===== src/rtl/sram_arb_pkg.sv =====
// Shared types and widths for the SRAM port arbiter.
package sram_arb_pkg;

  localparam int unsigned WORD_WIDTH     = 32;
  localparam int unsigned BANK_WIDTH     = 16;
  localparam int unsigned BYTES_PER_BANK = 2;

  typedef enum logic [1:0] {
    OWNER_NONE,
    OWNER_IFETCH,
    OWNER_DMEM
  } owner_t;

endpackage


===== src/rtl/sram_arb_grant.sv =====
// Tie-break and ack generation for the fetch and data ports.
// SRAM_ARB_ROUND_ROBIN_EN selects round-robin ties; otherwise data wins with a starvation counter.
module sram_arb_grant #(
  parameter int unsigned STARVE_LIMIT = 4
) (
  input  logic clk,
  input  logic reset,
  input  logic ifetch_req,
  input  logic dmem_req,
  output logic ifetch_ack,
  output logic dmem_ack
);

  logic fetch_wins_tie;

`ifdef SRAM_ARB_ROUND_ROBIN_EN
  // Low means fetch was granted last, which is also the reset state.
  logic last_dmem_q;

  always_ff @(posedge clk) begin
    if (reset) begin
      last_dmem_q <= 1'b0;
    end else if (ifetch_ack) begin
      last_dmem_q <= 1'b0;
    end else if (dmem_ack) begin
      last_dmem_q <= 1'b1;
    end
  end

  assign fetch_wins_tie = last_dmem_q;
`else
  localparam int unsigned CntWidth = $clog2(STARVE_LIMIT + 1);

  logic [CntWidth-1:0] starve_cnt_q;

  always_ff @(posedge clk) begin
    if (reset) begin
      starve_cnt_q <= '0;
    end else if (ifetch_req && !ifetch_ack) begin
      if (starve_cnt_q != CntWidth'(STARVE_LIMIT)) begin
        starve_cnt_q <= starve_cnt_q + 1'b1;
      end
    end else begin
      starve_cnt_q <= '0;
    end
  end

  assign fetch_wins_tie = (starve_cnt_q == CntWidth'(STARVE_LIMIT));
`endif

  always_comb begin
    ifetch_ack = !reset && ifetch_req && (!dmem_req || fetch_wins_tie);
    dmem_ack   = !reset && dmem_req && !(ifetch_req && fetch_wins_tie);
  end

endmodule


===== src/rtl/sram_port_arbiter.sv =====
// Two-port front end for the split 16-bit SRAM banks: RAM muxing, byte-enable split, read pipeline.
// Tie-break policy is selected by SRAM_ARB_ROUND_ROBIN_EN (see sram_arb_grant).
module sram_port_arbiter
  import sram_arb_pkg::*;
#(
  parameter int unsigned ADDR_WIDTH   = 14,
  parameter int unsigned STARVE_LIMIT = 4
) (
  input  logic                      clk,
  input  logic                      reset,
  input  logic                      ifetch_req,
  input  logic [ADDR_WIDTH-1:0]     ifetch_addr,
  output logic                      ifetch_ack,
  output logic                      ifetch_rvalid,
  output logic [WORD_WIDTH-1:0]     ifetch_rdata,
  input  logic                      dmem_req,
  input  logic [ADDR_WIDTH-1:0]     dmem_addr,
  input  logic [3:0]                dmem_we,
  input  logic [WORD_WIDTH-1:0]     dmem_wdata,
  output logic                      dmem_ack,
  output logic                      dmem_rvalid,
  output logic [WORD_WIDTH-1:0]     dmem_rdata,
  output logic [ADDR_WIDTH-1:0]     ram_addr,
  output logic [BANK_WIDTH-1:0]     ram_din_hi,
  output logic [BANK_WIDTH-1:0]     ram_din_lo,
  output logic [BYTES_PER_BANK-1:0] ram_we_hi,
  output logic [BYTES_PER_BANK-1:0] ram_we_lo,
  input  logic [BANK_WIDTH-1:0]     ram_dout_hi,
  input  logic [BANK_WIDTH-1:0]     ram_dout_lo
);

  logic [ADDR_WIDTH-1:0] addr_q;
  owner_t                grant_owner;
  owner_t                owner_q;
  logic                  ifetch_rvalid_q;
  logic                  dmem_rvalid_q;
  logic [WORD_WIDTH-1:0] ifetch_rdata_q;
  logic [WORD_WIDTH-1:0] dmem_rdata_q;

  sram_arb_grant #(
    .STARVE_LIMIT(STARVE_LIMIT)
  ) u_grant (
    .clk       (clk),
    .reset     (reset),
    .ifetch_req(ifetch_req),
    .dmem_req  (dmem_req),
    .ifetch_ack(ifetch_ack),
    .dmem_ack  (dmem_ack)
  );

  always_comb begin
    ram_addr    = addr_q;
    ram_din_hi  = '0;
    ram_din_lo  = '0;
    ram_we_hi   = '0;
    ram_we_lo   = '0;
    grant_owner = OWNER_NONE;
    if (dmem_ack) begin
      ram_addr   = dmem_addr;
      ram_din_hi = dmem_wdata[WORD_WIDTH-1:BANK_WIDTH];
      ram_din_lo = dmem_wdata[BANK_WIDTH-1:0];
      ram_we_hi  = dmem_we[3:2];
      ram_we_lo  = dmem_we[1:0];
      if (dmem_we == '0) begin
        grant_owner = OWNER_DMEM;
      end
    end else if (ifetch_ack) begin
      ram_addr    = ifetch_addr;
      grant_owner = OWNER_IFETCH;
    end
  end

  always_ff @(posedge clk) begin
    if (reset) begin
      addr_q          <= '0;
      owner_q         <= OWNER_NONE;
      ifetch_rvalid_q <= 1'b0;
      dmem_rvalid_q   <= 1'b0;
      ifetch_rdata_q  <= '0;
      dmem_rdata_q    <= '0;
    end else begin
      if (ifetch_ack || dmem_ack) begin
        addr_q <= ram_addr;
      end
      owner_q         <= grant_owner;
      ifetch_rvalid_q <= (owner_q == OWNER_IFETCH);
      dmem_rvalid_q   <= (owner_q == OWNER_DMEM);
      if (owner_q == OWNER_IFETCH) begin
        ifetch_rdata_q <= {ram_dout_hi, ram_dout_lo};
      end
      if (owner_q == OWNER_DMEM) begin
        dmem_rdata_q <= {ram_dout_hi, ram_dout_lo};
      end
    end
  end

  // A read captured just before reset must not surface while reset is high.
  assign ifetch_rvalid = ifetch_rvalid_q && !reset;
  assign dmem_rvalid   = dmem_rvalid_q && !reset;
  assign ifetch_rdata  = ifetch_rdata_q;
  assign dmem_rdata    = dmem_rdata_q;

endmodule


===== config.mk =====
export PLATFORM = sky130hd
export DESIGN_NAME = sram_port_arbiter
export DESIGN_NICKNAME = d
export VERILOG_FILES = /design/src/rtl/sram_arb_pkg.sv /design/src/rtl/sram_arb_grant.sv /design/src/rtl/sram_port_arbiter.sv
export SDC_FILE = /design/constraint.sdc
export NUM_CORES = 1
export LEC_CHECK = 0
export BUFFER_PORTS_ARGS = -buffer_cell sky130_fd_sc_hd__buf_2
export CORE_MARGIN = 8
export CORE_UTILIZATION = 44
export DETAILED_ROUTE_END_ITERATION = 6
export HOLD_SLACK_MARGIN = 0.1
export PLACE_DENSITY = 0.86
export RECOVER_POWER = 25
export SYNTH_ARGS = -nofsm -noshare
export SYNTH_HDL_FRONTEND = slang
export SYNTH_SLANG_ARGS = --single-unit

===== constraint.sdc =====
create_clock -name clk -period 2.1 [get_ports clk]
set_input_delay 0.315 -clock clk [delete_from_list [all_inputs] [get_ports clk]]
set_output_delay 0.315 -clock clk [all_outputs]
set_load 0.01 [all_outputs]

==> flow_metrics.py <==
metrics = {
    "floorplan": {
        "dieArea_mm2": 0.0117,
        "core_region_area_mm2": 0.00822,
        "core.rowCount": 33,
        "initial_utilization_pct": 45.5,
        "floorplan.io_pins": 218,
        "floorplan.die.width_um": 108,
        "die_height_um": 108,
    },
    "clocking": {
        "clock_tree.root_cell": "sky130_fd_sc_hd__clkbuf_8",
        "htree_num_levels": 3,
        "clk_latency_ns": 0.34,
        "cts_tree": "done",
        "clk_pin_slew_ns": 0.10,
        "clock_sink_count": 85,
        "holdBufCountCts": 0,
        "cts-buffers-inserted": 9,
        "clockBufferDepth": 2,
    },
    "timing": {
        "final_clock_skew_ns": 0.0128,
        "layout_worst_path_cycle_share_pct": 98.6,
        "number_of_slew_limit_violations_in_the_final_report": 0,
        "setup_repair_after_global_routing_missed_its_margin": "yes",
        "maxSlewHeadroom_pct": 52.8,
        "tightestPinTransition_ns": 0.709,
        "final_hold_violation_count": 0,
        "final.min_clock_period_ns": 2.07,
        "fmaxAchievable_ghz": 0.483,
        "fin_setup_tns_ns": 0,
        "finalSetupViolCount": 0,
    },
    "drt": {
        "wl_per_cell_um": 15.3,
        "drt_drc_violations_left": 0,
        "via_per_inst": 5.03,
        "wl_mm": 12.1,
        "num_vias": 3981,
        "dr.first_iter.drc_count": 191,
        "dr.pass1.iters": 4,
        "ant_nets": 0,
    },
    "setup_path": {
        "timing.critical_path.arrival_ns": 1.76,
        "timing.setup.critical_path_class": "reg2out",
        "worstPathRequired_ns": 1.78,
        "critPathMaxFanout": 19,
        "cp_num_buf_inv": 3,
        "worst_r2r_startpoint": "owner_q[0]$_SDFF_PP0_",
        "crit_path_start": "u_grant.starve_cnt_q[0]$_SDFFE_PP0P_",
        "cp_cell_sequence": "inv_2 -> ha_4 -> and3_4 -> nor3b_4 -> buf_6 -> and2_1 -> buf_2",
        "timing.critical_path.from_type": "register",
        "crit_family": "simple AND/OR/NAND/NOR gates",
        "endpoint_kind": "output port",
        "cp_slowest_cell": "sky130_fd_sc_hd__dfxtp_2",
        "cpPeakStageDelay_ns": 0.35,
    },
    "power": {
        "power_leakage_nw": 2.28,
        "worst_ir_drop_vdd_mv": 0.356,
        "power-per-cell-area_mw_per_mm2": 656,
    },
    "layout": {
        "flow.area_growth_from_synthesis_pct": 35.7,
        "drive_above_1_share_pct": 32.9,
        "utilization_pct": 61.7,
        "nets": 784,
        "n_antenna_cell": 0,
        "final_area_mm2": 0.00507,
    },
    "placement": {
        "routabilityCongestion": 0.889,
        "dpl-instance-area_mm2": 0.00486,
        "place.port_buffers": 217,
        "dp.final_hpwl_mm": 9.30,
    },
    "hold_path": {
        "hold_path.class": "in2reg",
        "hold_path_startpoint": "ram_dout_hi[5]",
    },
    "global_route": {
        "number_of_antenna_violations_at_the_first_check_in_global_routing": 0,
        "wire_length_of_the_first_global_routing_pass_mm": 18.5,
        "grt_overflow_total": 0,
        "vias_in_the_first_global_route": 3780,
        "grt_max_degree": 42,
        "groute.usage.overall_pct": 19.3,
    },
    "yosys": {
        "synth_async_sr_flop_share_pct": 0,
        "yosys-top-cells-area": "sky130_fd_sc_hd__dfxtp_1 46%, sky130_fd_sc_hd__nand2_1 16%, sky130_fd_sc_hd__a21oi_1 8.6%",
        "yosys_most_used_dff": "sky130_fd_sc_hd__dfxtp_1",
        "post-synth-top-area-cell": "sky130_fd_sc_hd__dfxtp_1",
        "synth-edff-count": 0,
        "synth_warnings": 0,
        "postSynthAreaPerCell_um2": 7.77,
        "synth.lib_cells_used.distinct": 25,
        "most_instantiated_cells_after_synthesis": "156 x sky130_fd_sc_hd__nand2_1, 85 x sky130_fd_sc_hd__dfxtp_1, 64 x sky130_fd_sc_hd__a21oi_1, 37 x sky130_fd_sc_hd__and2_1, 28 x sky130_fd_sc_hd__nand3b_1",
        "ys_seq_area_share_pct": 45.5,
        "synthesis_stage_register_bit_count": 85,
        "syn_area_mm2": 0.00374,
        "postSynthNetCount": 583,
        "netlist.area_leader.share_pct": 45.5,
        "yosys.cell_count.top_type": "sky130_fd_sc_hd__nand2_1",
        "netlist_instances": 481,
    },
    "job": {
        "max-cap-violations": 0,
    },
    "outcome": {
        "outcome": "finished clean",
    },
}
worst register-to-register path: cells and delay by family (launching register included):
family,cells,cell delay (ns)
simple gates,2,0.28
buf+inv,1,0.56
compound gates,1,0.20
flops,1,0.38
metal layers:
layer	up-vias	part of all wire [%]	GRT usage, %	wire [um]
li1	1978	-	-	-
met1	1827	41	23.0	4960
met2	170	49	33.5	5960
met3	6	9.2	5.23	1120
met4	0	0.64	4.46	78
met5	-	0	0	0
power breakdown:
group | total [mW] | leakage (nW) | switching (mW) | internal, mW
logic | 0.470 | 1.50 | 0.255 | 0.215
registers | 1.68 | 0.691 | 0.0238 | 1.66
clock network | 1.18 | 0.0944 | 0.609 | 0.566
total | 3.33 | 2.28 | 0.888 | 2.44
final timing paths:
check	cells past startpoint	endpoint	slack, ns
hold reg to reg	2	dmem_rdata[14]$_SDFFE_PP0P_	0.46
hold / removal	3	dmem_rdata[21]$_SDFFE_PP0P_	0.21
setup / recovery	7	ram_din_lo[11]	0.03
setup reg to reg	4	dmem_rdata[24]$_SDFFE_PP0P_	0.60
flip-flops by register name, summed over array words and instances, names as in the netlist:
register              flops
dmem_rdata               32
owner_q                   2
u_grant.starve_cnt_q      3
addr_q                   14
ifetch_rdata             32
dmem_rvalid_q             1
ifetch_rvalid_q           1
through the flow:
step	worst slack [ns]	power (mW)	hold WS, ns	std cells
after floorplan	0.286	1.96	0.426	481
after global placement	0.313	2.17	0.439	774
after detailed placement	0.244	2.18	0.443	774
after CTS	-0.0406	3.37	0.193	794
after global routing	-0.0484	3.48	0.193	792
final	0.0293	3.33	0.213	792
cell type report:
class | count | area [um^2]
flip-flops and latches | 85 | 1700
multi-input cells | 351 | 1830
repair buffers | 233 | 1190
inverters | 2 | 7.51
well taps | 105 | 131
clock buffers | 9 | 124
clock inverters | 7 | 81.3
fillers | 735 | 3150
kinds of logic after synthesis:
| logic type | count (synthesis) | share of synthesized area, % |
|---|---|---|
| mux | 1 | 0.268 |
| buf+inv | 45 | 6.26 |
| compound gates | 94 | 15.2 |
| fa+ha+maj | 2 | 0.670 |
| flops | 85 | 45.5 |
| simple gates | 254 | 32.1 |
what timing repair did:
| action | in CTS | in global routing |
|---|---|---|
| pin swaps | 6 | 2 |
| resized for setup | 10 | 5 |
| cloned | 1 | 0 |
| setup endpoints to repair | 44 | 36 |
| setup buffers | 3 | 0 |
cells in the final DEF (no fill, tap or decap), drive strengths merged, types with 14 or more instances in the layout:
cell	count
a211oi	14
nand3b	28
buf	195
a21oi	64
nand2	156
o22a	14
and2	37
clkbuf	47
nor2	19
dfxtp	85
Note: power is estimated with default switching activity, not from simulation.
